--- src/rtl/estu_spike_pkg.sv ---
// Shared definitions for the ESTU spike threshold stage: FSM state encoding
// and a width-parameterised saturating adder.
package estu_spike_pkg;

   typedef logic [1:0] state_t;

   localparam state_t S_INT  = 2'd0;
   localparam state_t S_CMP  = 2'd1;
   localparam state_t S_FIRE = 2'd2;
   localparam state_t S_REF  = 2'd3;

   localparam int SAT_W = 64;

   // Operands arrive sign-extended to SAT_W bits; the result is clamped to the
   // signed range of a w-bit register (w < SAT_W) and returned sign-extended.
   function automatic logic signed [SAT_W-1:0] sat_add(
      input logic signed [SAT_W-1:0] a,
      input logic signed [SAT_W-1:0] b,
      input int                      w
   );
      logic signed [SAT_W-1:0] sum;
      logic signed [SAT_W-1:0] max_v;
      logic signed [SAT_W-1:0] min_v;
      sum   = a + b;
      max_v = (64'sd1 <<< (w - 1)) - 64'sd1;
      min_v = -(64'sd1 <<< (w - 1));
      if (sum > max_v) begin
         sat_add = max_v;
      end else if (sum < min_v) begin
         sat_add = min_v;
      end else begin
         sat_add = sum;
      end
   endfunction

endpackage

--- src/rtl/spike_refr_counter.sv ---
// Loadable refractory down-counter; done is high while the count equals 1,
// i.e. during the last cycle of the refractory window.
module spike_refr_counter #(
   parameter int REFR_W = 4
) (
   input  logic              clk,
   input  logic              rst,
   input  logic              load,
   input  logic [REFR_W-1:0] load_val,
   input  logic              en,
   output logic [REFR_W-1:0] count,
   output logic              done
);

   logic [REFR_W-1:0] count_r;
   logic [REFR_W-1:0] count_next_s;
   logic              done_r;

   // next count: load wins over decrement, and the counter parks at zero
   always_comb begin
      count_next_s = count_r;
      if (load) begin
         count_next_s = load_val;
      end else if (en && (count_r != {REFR_W{1'b0}})) begin
         count_next_s = count_r - REFR_W'(1);
      end else begin
         count_next_s = count_r;
      end
   end

   // count and done registers
   always_ff @(posedge clk or posedge rst) begin
      if (rst) begin
         count_r <= {REFR_W{1'b0}};
         done_r  <= 1'b0;
      end else begin
         count_r <= count_next_s;
         done_r  <= (count_next_s == REFR_W'(1));
      end
   end

   assign count = count_r;
   assign done  = done_r;

endmodule

--- src/rtl/spike_threshold_unit.sv ---
// Integrate-and-fire stage: saturating membrane, threshold compare per timestep,
// spike handshake and refractory window. Optional leak via ESTU_SPIKE_LEAK_EN.
module spike_threshold_unit
   import estu_spike_pkg::*;
#(
   parameter int SIZEIN = 16,
   parameter int MEMW   = 24,
   parameter int REFR_W = 4,
   parameter int CNT_W  = 16
) (
   input  logic                     clk,
   input  logic                     rst,
   input  logic signed [SIZEIN:0]   acc_in,
   input  logic                     acc_valid,
   input  logic                     acc_last,
   output logic                     acc_ready,
   input  logic signed [MEMW-1:0]   threshold,
   input  logic        [REFR_W-1:0] refr_cycles,
`ifdef ESTU_SPIKE_LEAK_EN
   input  logic        [3:0]        leak_shift,
`endif
   output logic                     spike_valid,
   input  logic                     spike_ready,
   output logic signed [MEMW-1:0]   mem_out,
   output logic        [CNT_W-1:0]  spike_cnt,
   output logic                     busy
);

   state_t                   state_r;
   logic signed [MEMW-1:0]   mem_r;
   logic signed [MEMW-1:0]   sum_s;
   logic                     spike_valid_r;
   logic        [CNT_W-1:0]  spike_cnt_r;
   logic                     acc_ready_r;
   logic                     busy_r;
   logic                     handoff_s;
   logic                     refr_load_s;
   logic                     refr_en_s;
   logic                     refr_done_s;
   logic        [REFR_W-1:0] refr_count_s;

   // saturating membrane update and refractory counter controls
   always_comb begin
      sum_s = MEMW'(sat_add({{(SAT_W-MEMW){mem_r[MEMW-1]}}, mem_r},
                            {{(SAT_W-SIZEIN-1){acc_in[SIZEIN]}}, acc_in},
                            MEMW));
      handoff_s   = (state_r == S_FIRE) && spike_valid_r && spike_ready;
      refr_load_s = handoff_s && (refr_cycles != {REFR_W{1'b0}});
      refr_en_s   = (state_r == S_REF);
   end

   spike_refr_counter #(
      .REFR_W(REFR_W)
   ) u_refr (
      .clk      (clk),
      .rst      (rst),
      .load     (refr_load_s),
      .load_val (refr_cycles),
      .en       (refr_en_s),
      .count    (refr_count_s),
      .done     (refr_done_s)
   );

   // main FSM; acc_ready and busy are registered alongside the state they mirror
   always_ff @(posedge clk or posedge rst) begin
      if (rst) begin
         state_r       <= S_INT;
         mem_r         <= {MEMW{1'b0}};
         spike_valid_r <= 1'b0;
         spike_cnt_r   <= {CNT_W{1'b0}};
         acc_ready_r   <= 1'b1;
         busy_r        <= 1'b0;
      end else begin
         case (state_r)
            S_INT: begin
               if (acc_valid && acc_ready_r) begin
                  mem_r <= sum_s;
                  if (acc_last) begin
                     state_r     <= S_CMP;
                     acc_ready_r <= 1'b0;
                     busy_r      <= 1'b1;
                  end
               end
            end
            S_CMP: begin
               if (mem_r >= threshold) begin
                  state_r       <= S_FIRE;
                  spike_valid_r <= 1'b1;
               end else begin
`ifdef ESTU_SPIKE_LEAK_EN
                  mem_r <= mem_r - (mem_r >>> leak_shift);
`endif
                  state_r     <= S_INT;
                  acc_ready_r <= 1'b1;
                  busy_r      <= 1'b0;
               end
            end
            S_FIRE: begin
               if (handoff_s) begin
                  spike_valid_r <= 1'b0;
                  mem_r         <= {MEMW{1'b0}};
                  spike_cnt_r   <= spike_cnt_r + CNT_W'(1);
                  acc_ready_r   <= 1'b1;
                  if (refr_load_s) begin
                     state_r <= S_REF;
                  end else begin
                     state_r <= S_INT;
                     busy_r  <= 1'b0;
                  end
               end
            end
            S_REF: begin
               // transfers here are acknowledged but never reach the membrane
               if (refr_done_s) begin
                  state_r <= S_INT;
                  busy_r  <= 1'b0;
               end
            end
            default: begin
               state_r       <= S_INT;
               spike_valid_r <= 1'b0;
               acc_ready_r   <= 1'b1;
               busy_r        <= 1'b0;
            end
         endcase
      end
   end

   assign acc_ready   = acc_ready_r;
   assign spike_valid = spike_valid_r;
   assign mem_out     = mem_r;
   assign spike_cnt   = spike_cnt_r;
   assign busy        = busy_r;

endmodule
--- config.mk ---
export PLATFORM = sky130hd
export DESIGN_NAME = spike_threshold_unit
export DESIGN_NICKNAME = d
export VERILOG_FILES = /design/src/rtl/estu_spike_pkg.sv /design/src/rtl/spike_refr_counter.sv /design/src/rtl/spike_threshold_unit.sv
export SDC_FILE = /design/constraint.sdc
export NUM_CORES = 1
export LEC_CHECK = 0
export CORE_MARGIN = 4
export CORE_UTILIZATION = 45
export CTS_CLUSTER_SIZE = 10
export DETAILED_ROUTE_END_ITERATION = 10
export PLACE_DENSITY_LB_ADDON = 0.3
export SLEW_MARGIN = 5
export SYNTH_ARGS = -nofsm -noshare
export SYNTH_HDL_FRONTEND = slang
export SYNTH_SLANG_ARGS = --single-unit
--- constraint.sdc ---
create_clock -name clk -period 3 [get_ports clk]
set_clock_uncertainty 0.15 [all_clocks]
set_input_delay 0.6 -clock clk [delete_from_list [all_inputs] [get_ports clk]]
set_output_delay 0.6 -clock clk [all_outputs]
set_load 0.005 [all_outputs]
# --- After elaboration in Yosys (flattened, before gate mapping) ---
# Index checks and enable logic that the tools add are counted.
word_totals:
  regBits: 50
  word_cells: 71
classes:
  muxes: 29
  n_eq_ne: 11
  n_reduce_logical: 17
  n_lt_le_gt_ge: 3
  addsub: 3
op_table:
  columns: ["cell", "n"]
  rows:
  - ["$mux W24", 4]
  - ["$pmux W24 S2", 1]
  - ["$add A24 B17 Y25", 1]
  - ["$gt A25 B24 Y1 const B", 1]
  - ["$lt A25 B24 Y1 const B", 1]
  - ["$ge A24 B24 Y1", 1]
  - ["$add A16 B1 Y16 const B", 1]
  - ["$ne A2 B2 Y1 const B", 7]
  - ["$mux W1", 12]
  - ["$mux W2", 6]
  - ["$mux W4", 2]
  - ["$pmux W2 S4", 1]
  - ["$reduce_bool A4 Y1", 2]
  - ["$reduce_and A3 Y1", 2]
  - ["$reduce_and A6 Y1", 1]
  - ["$logic_and A1 B1 Y1", 5]
  - ["$reduce_and A5 Y1", 1]
  - ["$eq A2 B2 Y1 const B", 2]
  - ["$eq A4 B1 Y1 const B", 1]
  - ["$pmux W1 S4", 1]
  - ["$reduce_and A4 Y1", 1]
  - ["$reduce_bool A2 Y1", 2]
  - ["$sub A4 B1 Y4 const B", 1]
  - ["$pmux W1 S3", 1]
  - ["other kinds (5)", 5]

# --- Depth between registers and ports, before layout ---
# Gate-level depths: netlist of run 1.
logic_depth:
  word_depth: 7
  ltp_mapped: 11
  depth_no_buf: 10

# --- Modules after synthesis ---
# Synthesis of run 1 repeated with hierarchy kept, for this count alone.
unflattened:
  hier_cells: 448
  hier_area_um2: 4202.8
by_module_without_submodules:
  columns: ["mod", "area_each_um2", "cells_per_inst", "n_inst", "seq_area_each_um2"]
  rows:
  - ["spike_threshold_unit", 3882.5, 419, 1, 1127.3]
  - ["spike_refr_counter", 320.3, 29, 1, 125.1]

# --- Least setup slack after synthesis of run 1 ---
# No wires, ideal clock.
synth_path:
  path_kind: "input-to-reg"
  startpoint: "in acc_in[0]"
  endpoint: "reg mem_r[16], in the netlist mem_out[16]"
  slack_ns: -0.242
  cell_stages: 11
  path_buffers: 1
  t_arrival_ns: 2.966
  setup_time_ns: 0.126
  cell_sequence: "ha_1 inv_1 fa_1 nor2b_4 o31a_1 o2111a_2 nor4_4 o22ai_2 o31a_1 buf_6 a221o_1"
synth_between:
  elab_chain_cells: 6
  elab_cells_between_ends: 7
  cone_classes: "1 x add/sub; 2 x order compare; 4 x mux"
synth_lines:
  columns: ["item", "line_no", "rtl"]
  rows:
  - ["start, declared", "spike_threshold_unit.sv:13", "input logic signed [SIZEIN:0] acc_in,"]
  - ["$add A24 B17 Y25 (*)", "estu_spike_pkg.sv:24", "sum = a + b;"]
  - ["$lt A25 B24 Y1", "estu_spike_pkg.sv:29", "end else if (sum < min_v) begin"]
  - ["$mux W24", "estu_spike_pkg.sv:29", null]
  - ["$mux W24 (*)", "estu_spike_pkg.sv:27", "if (sum > max_v) begin"]
  - ["$mux W24 (*)", "spike_threshold_unit.sv:76", "if (acc_valid && acc_ready_r) begin"]
  - ["$pmux W24 S2 (*)", "spike_threshold_unit.sv:74", "case (state_r)"]
  - ["end signal, assigned", "spike_threshold_unit.sv:68", "mem_r <= {MEMW{1'b0}};"]
  - ["end signal, assigned", "spike_threshold_unit.sv:77", "mem_r <= sum_s;"]
  - ["end signal, assigned", "spike_threshold_unit.sv:101", "mem_r <= {MEMW{1'b0}};"]
  - ["end, declared", "spike_threshold_unit.sv:30", "logic signed [MEMW-1:0] mem_r;"]
# Mark *: on every way between the ends. The rest lies on a longest branch, timed or not. The select of a mux whose other input is x is not followed.
# A chain may end at the register's enable or synchronous reset.

# --- Final worst setup path of run 1 ---
layout_path:
  startpoint: "in acc_in[10]"
  endpoint: "reg mem_r[11], in the netlist mem_out[11]"
# Same word-level chain as after synthesis.

==> results of run 1 <==
==> kinds of logic (layout without fill, tap and decap cells) <==
logic type	Yosys count	in the layout
and+or+nand+nor	125	125
buffers and inverters	51	259
adders and majority gates	57	57
muxes	4	4
AOI/OAI and AO/OA	148	148
DFF	50	50
xor gates and xnor gates	34	34
==> power by group through the flow <==
| stage | clock network, mW | logic (mW) | registers (mW) |
|---|---|---|---|
| after global routing | 0.453 | 0.309 | 0.675 |
| after detailed placement | 0 | 0.247 | 0.688 |
| after CTS | 0.438 | 0.264 | 0.675 |
| after global placement | 0 | 0.240 | 0.688 |
| final | 0.434 | 0.284 | 0.675 |
| after floorplan | 0 | 0.103 | 0.688 |
==> timing repair <==
item | CTS | global route
pin swaps | 7 | 28
setup endpoints to repair | 23 | 25
gates resized for setup | 70 | 36
buffers inserted | 14 | 5
gates cloned | 4 | 1
==> through the flow <==
step                      utilization [%]  setup slack, ps  cells
after floorplan                         -            0.135    469
after global placement               65.2             -510    758
after detailed placement             65.2             -586    758
after CTS                            71.3            -7.07    783
after global routing                 73.5             -146    788
final                                73.5            -99.2    788
==> cell type report <==
type                       count  area [µm²]
multi-input combinational    368        3180
fill                         623        2440
timing repair buffer         211        1940
sequential                    50        1250
inverter                      40         150
tap                          111         139
clock buffer                   5        68.8
clock inverter                 3        26.3
==> cells in the mapped netlist, types with 5 or more instances <==
master,instances,area (µm²)
ha_1,56,701
dfrtp_1,49,1230
inv_1,40,150
nand2_1,37,139
a21oi_1,33,165
nor2_1,27,101
o21ai_0,24,120
xnor2_1,24,210
a221o_1,18,180
a21o_1,15,113
nand3_1,13,65.1
nand4_1,11,68.8
xor2_1,10,87.6
clkbuf_1,7,26.3
o21a_1,7,52.6
o211ai_1,6,45.0
o21bai_1,6,45.0
and2_1,5,31.3
and3_1,5,31.3
nor2b_1,5,31.3
==> registers in the layout (all words and copies together) (netlist names) <==
register      flops
spike_cnt        16
acc_ready         1
u_refr.done       1
state_r           2
mem_out          24
busy              1
u_refr.count      4
spike_valid       1
==> critical path: stages <==
cell	delay [ps]
dlygate4sd2_1	260
ha_4	260
a21o_1	200
o21ba_4	240
nor2b_4	180
a2111oi_4	90
buf_4	140
o21ba_4	180
o31a_1	350
buf_12	160
buf_12	130
a221o_1	330
==> per-layer routing <==
| layer | wire, µm | up-vias | global-route usage [%] |
|---|---|---|---|
| met5 | 0 | - | 0 |
| met3 | 643 | 34 | 2.84 |
| met4 | 354 | 0 | 6.56 |
| met2 | 7520 | 156 | 44.4 |
| met1 | 5850 | 2249 | 30.7 |
| li1 | - | 2152 | - |
==> final timing paths <==
path	endpoint	cells after the start
setup / recovery	mem_out[11]	12
hold / removal	spike_cnt[15]	1
setup reg to reg	mem_out[11]	11
hold reg to reg	spike_cnt[15]	1
max in group asynchronous	mem_out[3]	3
min in group asynchronous	spike_valid	2
==> flow_metrics.tcl, run 1 <==
set metrics [dict create \
    synth_cell_types 62 \
    antenna_cells 0 \
    combPwrFrac_pct 20.4 \
    synth-seq-cells 50 \
    syn-num-nets 576 \
    clkLatencyLatePin_ps 310 \
    synth.avg_cell_area_um2 9.02 \
    dr.pass1.iters 5 \
    die-area_um2 11000 \
    cts_root_buffer "clkbuf_8" \
    min-delay-start "spike_cnt[15]" \
    vias 4591 \
    hold_path_class "reg2reg" \
    synth_simple_gate_area_share_pct 15.1 \
    status "complete, but fails checks" \
    ys.flop_type "dfrtp_1" \
    grt_start_max_net_pins 37 \
    wl_mm 14.4 \
    drive_gt1_share_pct 29.1 \
    cap_viol_max_count 0 \
    rsz0062_at_grt "yes" \
    start_util_pct 46.0 \
    design_area_um2 6760 \
    p_sw_mw 0.391 \
    clockPowerShare_pct 31.1 \
    p_sw_share_pct 28.1 \
    cts_hold_buf 0 \
    layout_commonest_cell "buf_4" \
    final_hold_viol_count 0 \
    fin_crit_ps 3100 \
    pin_count 93 \
    numCtsBuffers 5 \
    yosysWarnings 0 \
    cp.required_ps 3030 \
    fin_nets 783 \
    core_area_um2 9200 \
    htree_levels 2 \
    worst_pin_slew_ps 783 \
    io_buffer_count 92 \
    peakVddDrop_v 0.000218 \
    grt_overflow 0 \
    period_share_pct 103 \
    clkSinkCount 50 \
    violations "negative setup slack" \
    setup.worst_path.start_class "primary input" \
    path_class "in2reg" \
    drtAntennaViolNets 0 \
    p_total_mw 1.39 \
    dpl.hpwl_mm 10.1 \
    worst_slack_ps -99.2 \
    grt_use_total_pct 24.5 \
    first_global_vias 4593 \
    fmax_mhz 323 \
    hold_slack_ps 324 \
    wl_per_cell_um 18.2 \
    grt_pass1_wl_mm 22.3 \
    power_density_nw_per_um2 206 \
    cp-startpoint "acc_in[10]" \
    critical_path.max_fanout 5 \
    synth_top_family_by_area "compound AO/OA/AOI/OAI gates" \
    cts_tree "yes" \
    fin_setup_tns_ps -857 \
    placed_cell_area_um2 5990 \
    drt_iter0_markers 290 \
    final_cell_mix "103 x buf_4, 77 x clkdlybuf4s50_1, 48 x dfrtp_1" \
    rrSetupSlack_ps -90 \
    ys_async_sr_fraction_pct 100 \
    drcViolationCount 0 \
    place_congestion 0.945 \
    synth_edf_count 0 \
    cp_data_arrival_time_ps 3130 \
    viasPerCell 5.83 \
    cts_buffer_depth 2 \
    die_w_um 105 \
    die_h_um 105 \
    muxShareOfSynthArea_pct 1.06 \
    rows 35 \
    p_leak_nw 3.24 \
    synth_adder_area_share_pct 17.0 \
    synth_xor_area_share_pct 7.04 \
    yosysSeqAreaShare_pct 29.6 \
    internal_power_mw 1.00 \
    maxSlewHeadroom_pct 47.7 \
    synth_compound_area_share_pct 25.3 \
    end_kind "flop" \
    area_growth_pct 59.6 \
    path_clk_slew_ps 110 \
    p_seq_share_pct 48.5 \
    finalSetupViolations 19 \
    antenna_found_initial 0 \
    synthCells 469 \
    r2r_start "mem_out[5]" \
    report.final.slew_viol_count 0 \
    syn-cell-area_um2 4230 \
]
No activity file was read; power rests on OpenSTA's default activity.
==> run 2, diff against run 1 <==
--- a/config.mk
+++ b/config.mk
@@ -5,7 +5,6 @@
 export SDC_FILE = /design/constraint.sdc
 export NUM_CORES = 1
 export LEC_CHECK = 0
-export CORE_MARGIN = 4
 export CORE_UTILIZATION = 45
 export CTS_CLUSTER_SIZE = 10
 export DETAILED_ROUTE_END_ITERATION = 10
==> flow_metrics.tcl, run 2 (synthesized netlist as in run 1, its figures left out) <==
set metrics [dict create \
    setup.worst_path.start_class "primary input" \
    rows 35 \
    fin_util_pct 72.9 \
    worst_pin_slew_ps 622 \
    die_w_um 99.0 \
    ff2ff_path_depth 11 \
    fillers 642 \
    fmax_mhz 337 \
    status "finished clean" \
    antenna_found_initial 0 \
    grt_start_max_net_pins 28 \
    drt_iter0_markers 196 \
    hold_path_class "reg2reg" \
    cp.required_ps 3060 \
    finalSetupViolations 0 \
    fin_setup_tns_ps 0 \
    worst_slack_ps 28.9 \
    cts_root_buffer "clkbuf_8" \
    drtAntennaViolNets 0 \
    start_util_pct 46.2 \
    layout_commonest_cell "buf_4" \
    grt_overflow 0 \
    end_kind "flop" \
    cp_data_arrival_time_ps 3030 \
    numCtsBuffers 5 \
    clkSinkCount 50 \
    drcViolationCount 0 \
    p_leak_nw 3.23 \
    wl_mm 14.1 \
    peakVddDrop_v 0.000205 \
    fin_nets 773 \
    fin_crit_ps 2970 \
    viasPerCell 5.88 \
    largest_reg_flops 24 \
    final_cell_mix "100 x buf_4, 74 x clkdlybuf4s50_1, 49 x dfrtp_1" \
    drive_gt1_share_pct 28.3 \
    dpl.hpwl_mm 9.78 \
    maxSlewHeadroom_pct 58.4 \
    report.final.slew_viol_count 0 \
    period_share_pct 99.0 \
    final_hold_viol_count 0 \
    post-place-ws_ps -535 \
    multi_input_area_um2 3260 \
    area_growth_pct 57.7 \
    dr.pass1.iters 5 \
    vias 4573 \
    hold_slack_ps 327 \
    path_clk_slew_ps 110 \
    place_congestion 0.933 \
    wl_per_cell_um 18.1 \
    antenna_cells 0 \
    cap_viol_max_count 0 \
    grt_use_total_pct 26.8 \
    power_density_nw_per_um2 211 \
    critical_path.max_fanout 6 \
    pin_count 93 \
    die_h_um 99.0 \
    htree_levels 2 \
    holdPathStages 1 \
    cts_tree "yes" \
    clkLatencyLatePin_ps 320 \
    regArea_um2 1250 \
    cts_buffer_depth 2 \
    core_area_um2 9150 \
    cts_hold_buf 0 \
    path_class "in2reg" \
    die-area_um2 9800 \
    io_buffer_count 92 \
    grt_pass1_wl_mm 21.0 \
    first_global_vias 4490 \
    dpl.cell_count 752 \
    fin_cells 778 \
]
[run 2: what timing repair did]
| item | in CTS | in global routing |
|---|---|---|
| pin swaps | 33 | 31 |
| setup endpoints to repair | 24 | 26 |
| gates resized for setup | 49 | 55 |
| gates cloned | 2 | 0 |
| setup buffers | 11 | 5 |
[run 2: worst paths after layout]
kind	slack (ps)	end	start
min in group asynchronous	510	u_refr.count[1]	rst
worst max register to register	60	mem_out[8]	mem_out[1]
worst max-delay path	30	mem_out[10]	acc_in[12]
max in group asynchronous	1630	mem_out[7]	rst
worst min-delay path	330	spike_cnt[15]	spike_cnt[15]
worst min register to register	330	spike_cnt[15]	spike_cnt[15]
[run 2: report_power, final]
group | leakage (nW) | switching, mW | total (mW) | internal [mW]
Sequential | 0.672 | 0.000869 | 0.675 | 0.674
Combinational | 2.51 | 0.139 | 0.302 | 0.163
Clock | 0.0502 | 0.260 | 0.433 | 0.173
Total | 3.23 | 0.400 | 1.41 | 1.01
[run 2: critical path, stage by stage]
cell,delay (ps)
dlygate4sd2_1,240
ha_1,300
a21o_1,190
a211o_1,340
o22ai_4,180
a2111oi_4,90
o21ba_2,250
buf_4,140
o211a_1,250
buf_4,180
a221o_1,270
[run 2: cell type report]
| class | count | area share [%] |
|---|---|---|
| Multi-Input combinational cell | 368 | 48.9 |
| Tap cell | 111 | 2.08 |
| Clock inverter | 3 | 0.431 |
| Inverter | 40 | 2.25 |
| Sequential cell | 50 | 18.8 |
| Clock buffer | 5 | 1.03 |
| Timing Repair Buffer | 201 | 26.6 |
[run 2: through the flow]
stage,instance area (µm²),power [mW]
finish,6670,1.41
global route,6670,1.47
CTS,6310,1.37
detailed placement,5950,0.939
global placement,5950,0.932
floorplan,4240,0.791
[run 2: per-layer routing]
layer | routed length, µm | global-route usage, % | vias to the layer above
li1 | - | - | 2130
met1 | 5750 | 33.8 | 2231
met2 | 7230 | 47.4 | 171
met3 | 711 | 3.48 | 41
met4 | 392 | 8.61 | 0
met5 | 0 | 0 | -
==> run 3, diff against run 2 <==
--- a/config.mk
+++ b/config.mk
@@ -8,6 +8,7 @@
 export CORE_UTILIZATION = 45
 export CTS_CLUSTER_SIZE = 10
 export DETAILED_ROUTE_END_ITERATION = 10
+export DONT_BUFFER_PORTS = 1
 export PLACE_DENSITY_LB_ADDON = 0.3
 export SLEW_MARGIN = 5
 export SYNTH_ARGS = -nofsm -noshare
==> flow_metrics.tcl, run 3 (synthesized netlist as in run 1, its figures left out) <==
set metrics [dict create \
    status "finished clean" \
    peakVddDrop_v 0.000186 \
    core_area_um2 9150 \
    wl_met1_mm 4.82 \
    fin_util_pct 51.9 \
    regArea_um2 1250 \
    die_w_um 99.0 \
    dr.pass1.iters 4 \
    die-area_um2 9800 \
    crit_slowest_cell "or4_1" \
    period_share_pct 96.9 \
    hold_path_class "in2async" \
    fin_crit_ps 2910 \
    critical_path.max_fanout 12 \
    antenna_cells 0 \
    dpl.hpwl_mm 8.57 \
    crit_chain "ha_1 > buf_4 > a21oi_1 > a21oi_1 > nor2_1 > or4_1 > o22ai_2 > buf_4 > o211a_1 > buf_4 > a311o_1" \
    fin_nets 616 \
    combPwrFrac_pct 12.4 \
    p_leak_nw 2.47 \
    grt_use_total_pct 22.0 \
    rows 35 \
    start_util_pct 46.2 \
    p_sw_mw 0.349 \
    p_seq_share_pct 53.3 \
    cp_data_arrival_time_ps 3010 \
    numCtsBuffers 5 \
    clkSinkCount 50 \
    viasPerCell 6.02 \
    top_layer "met4" \
    drtAntennaViolNets 0 \
    power_density_nw_per_um2 266 \
    cts_tree "yes" \
    grt_overflow 0 \
    clkLatencyLatePin_ps 310 \
    p_sw_share_pct 27.6 \
    cpPeakStageDelay_ps 480 \
    grt_pass1_wl_mm 17.3 \
    vias 3737 \
    layout_commonest_cell "ha_1" \
    path_clk_slew_ps 100 \
    rsz0062_at_grt "no" \
    htree_levels 2 \
    fmax_mhz 344 \
    cts_root_buffer "clkbuf_8" \
    area_growth_pct 12.4 \
    worst_pin_slew_ps 918 \
    rrSetupSlack_ps 90 \
    path_class "reg2reg" \
    largest_reg_flops 24 \
    pin_count 93 \
    final_hold_viol_count 0 \
    finalSetupViolations 0 \
    first_global_vias 3638 \
    dr_wl_met3_um 522 \
    wl_mm 10.6 \
    clockPowerShare_pct 34.3 \
    drive_gt1_share_pct 13.7 \
    drt_iter0_markers 141 \
    report.final.slew_viol_count 0 \
    cap_viol_max_count 0 \
    p_total_mw 1.27 \
    wl_per_cell_um 17.1 \
    wl_met2_mm 5.14 \
    grt_start_max_net_pins 51 \
    fillers 844 \
    internal_power_mw 0.916 \
    drcViolationCount 0 \
    antenna_found_initial 0 \
    cp.required_ps 3100 \
    cp_common_cell "buf_4" \
    io_buffer_count 0 \
    maxSlewHeadroom_pct 38.8 \
    place_congestion 0.884 \
    final_cell_mix "55 x ha_1, 49 x dfrtp_1, 44 x buf_4" \
    end_kind "flop" \
    die_h_um 99.0 \
    cts_buffer_depth 2 \
    multi_input_area_um2 2790 \
    setup.worst_path.start_class "flop" \
]
[run 3: cell count changes in the layout (fill, tap and decap cells not counted), sizes merged, moves of 3 or more]
cell           change
clkdlybuf4s50     -74
buf               -65
dlygate4sd2       -10
dlymetal6s2s       -4
clkbuf             -3
[run 3: power by group through the flow]
stage,Clock (mW),Sequential (mW),Combinational [mW]
floorplan,0,0.688,0.103
global placement,0,0.688,0.152
detailed placement,0,0.688,0.156
CTS,0.445,0.675,0.157
global route,0.464,0.675,0.177
finish,0.434,0.675,0.157
[run 3: through the flow]
stage | area, µm² | std cells | setup WS (ps) | hold WS (ps) | TNS [ps]
6_report | 4750 | 621 | 93.5 | 192 | 0
5_1_grt | 4750 | 621 | 1.75 | 236 | 0
4_1_cts | 4750 | 621 | 7.43 | 215 | 0
3_5_place_dp | 4650 | 613 | -185 | 339 | -3650
3_3_place_gp | 4650 | 613 | -49.4 | 333 | -995
2_1_floorplan | 4240 | 469 | 0.135 | 318 | 0
[run 3: what timing repair did]
action,4_1_cts,5_1_grt
endpoints found under the hold margin,0,0
endpoints found under the setup margin,0,22
gates resized for setup,0,2
setup buffers,0,0
hold buffers,0,0
[run 3: area by class of cell]
type | instances | area share, %
clock buffers | 5 | 1.45
inverters | 40 | 3.16
repair buffers | 44 | 6.95
flip-flops and latches | 50 | 26.3
clock inverters | 3 | 0.605
well taps | 111 | 2.92
multi-input cells | 368 | 58.6
[run 3: layer usage]
| layer | global-route usage, % | vias up |
|---|---|---|
| li1 | - | 1807 |
| met1 | 28.6 | 1807 |
| met2 | 38.1 | 109 |
| met3 | 3.83 | 14 |
| met4 | 4.94 | 0 |
| met5 | 0 | - |
[run 3: final timing paths]
| kind | startpoint | endpoint | cells past startpoint |
|---|---|---|---|
| max in group asynchronous | rst | mem_out[10] | 2 |
| min in group clk | spike_ready | spike_valid | 2 |
| setup reg to reg | mem_out[13] | mem_out[22] | 11 |
| setup / recovery | mem_out[13] | mem_out[22] | 11 |
| hold / removal | rst | busy | 2 |
| hold reg to reg | spike_cnt[15] | spike_cnt[15] | 1 |
[run 3: worst max-delay path, delay by kind of cell (launching register included)]
family / cells / cell delay [ps]
flops: 1 / 470
fa+ha+maj: 1 / 410
compound gates: 5 / 740
buf+inv: 3 / 520
simple gates: 2 / 570
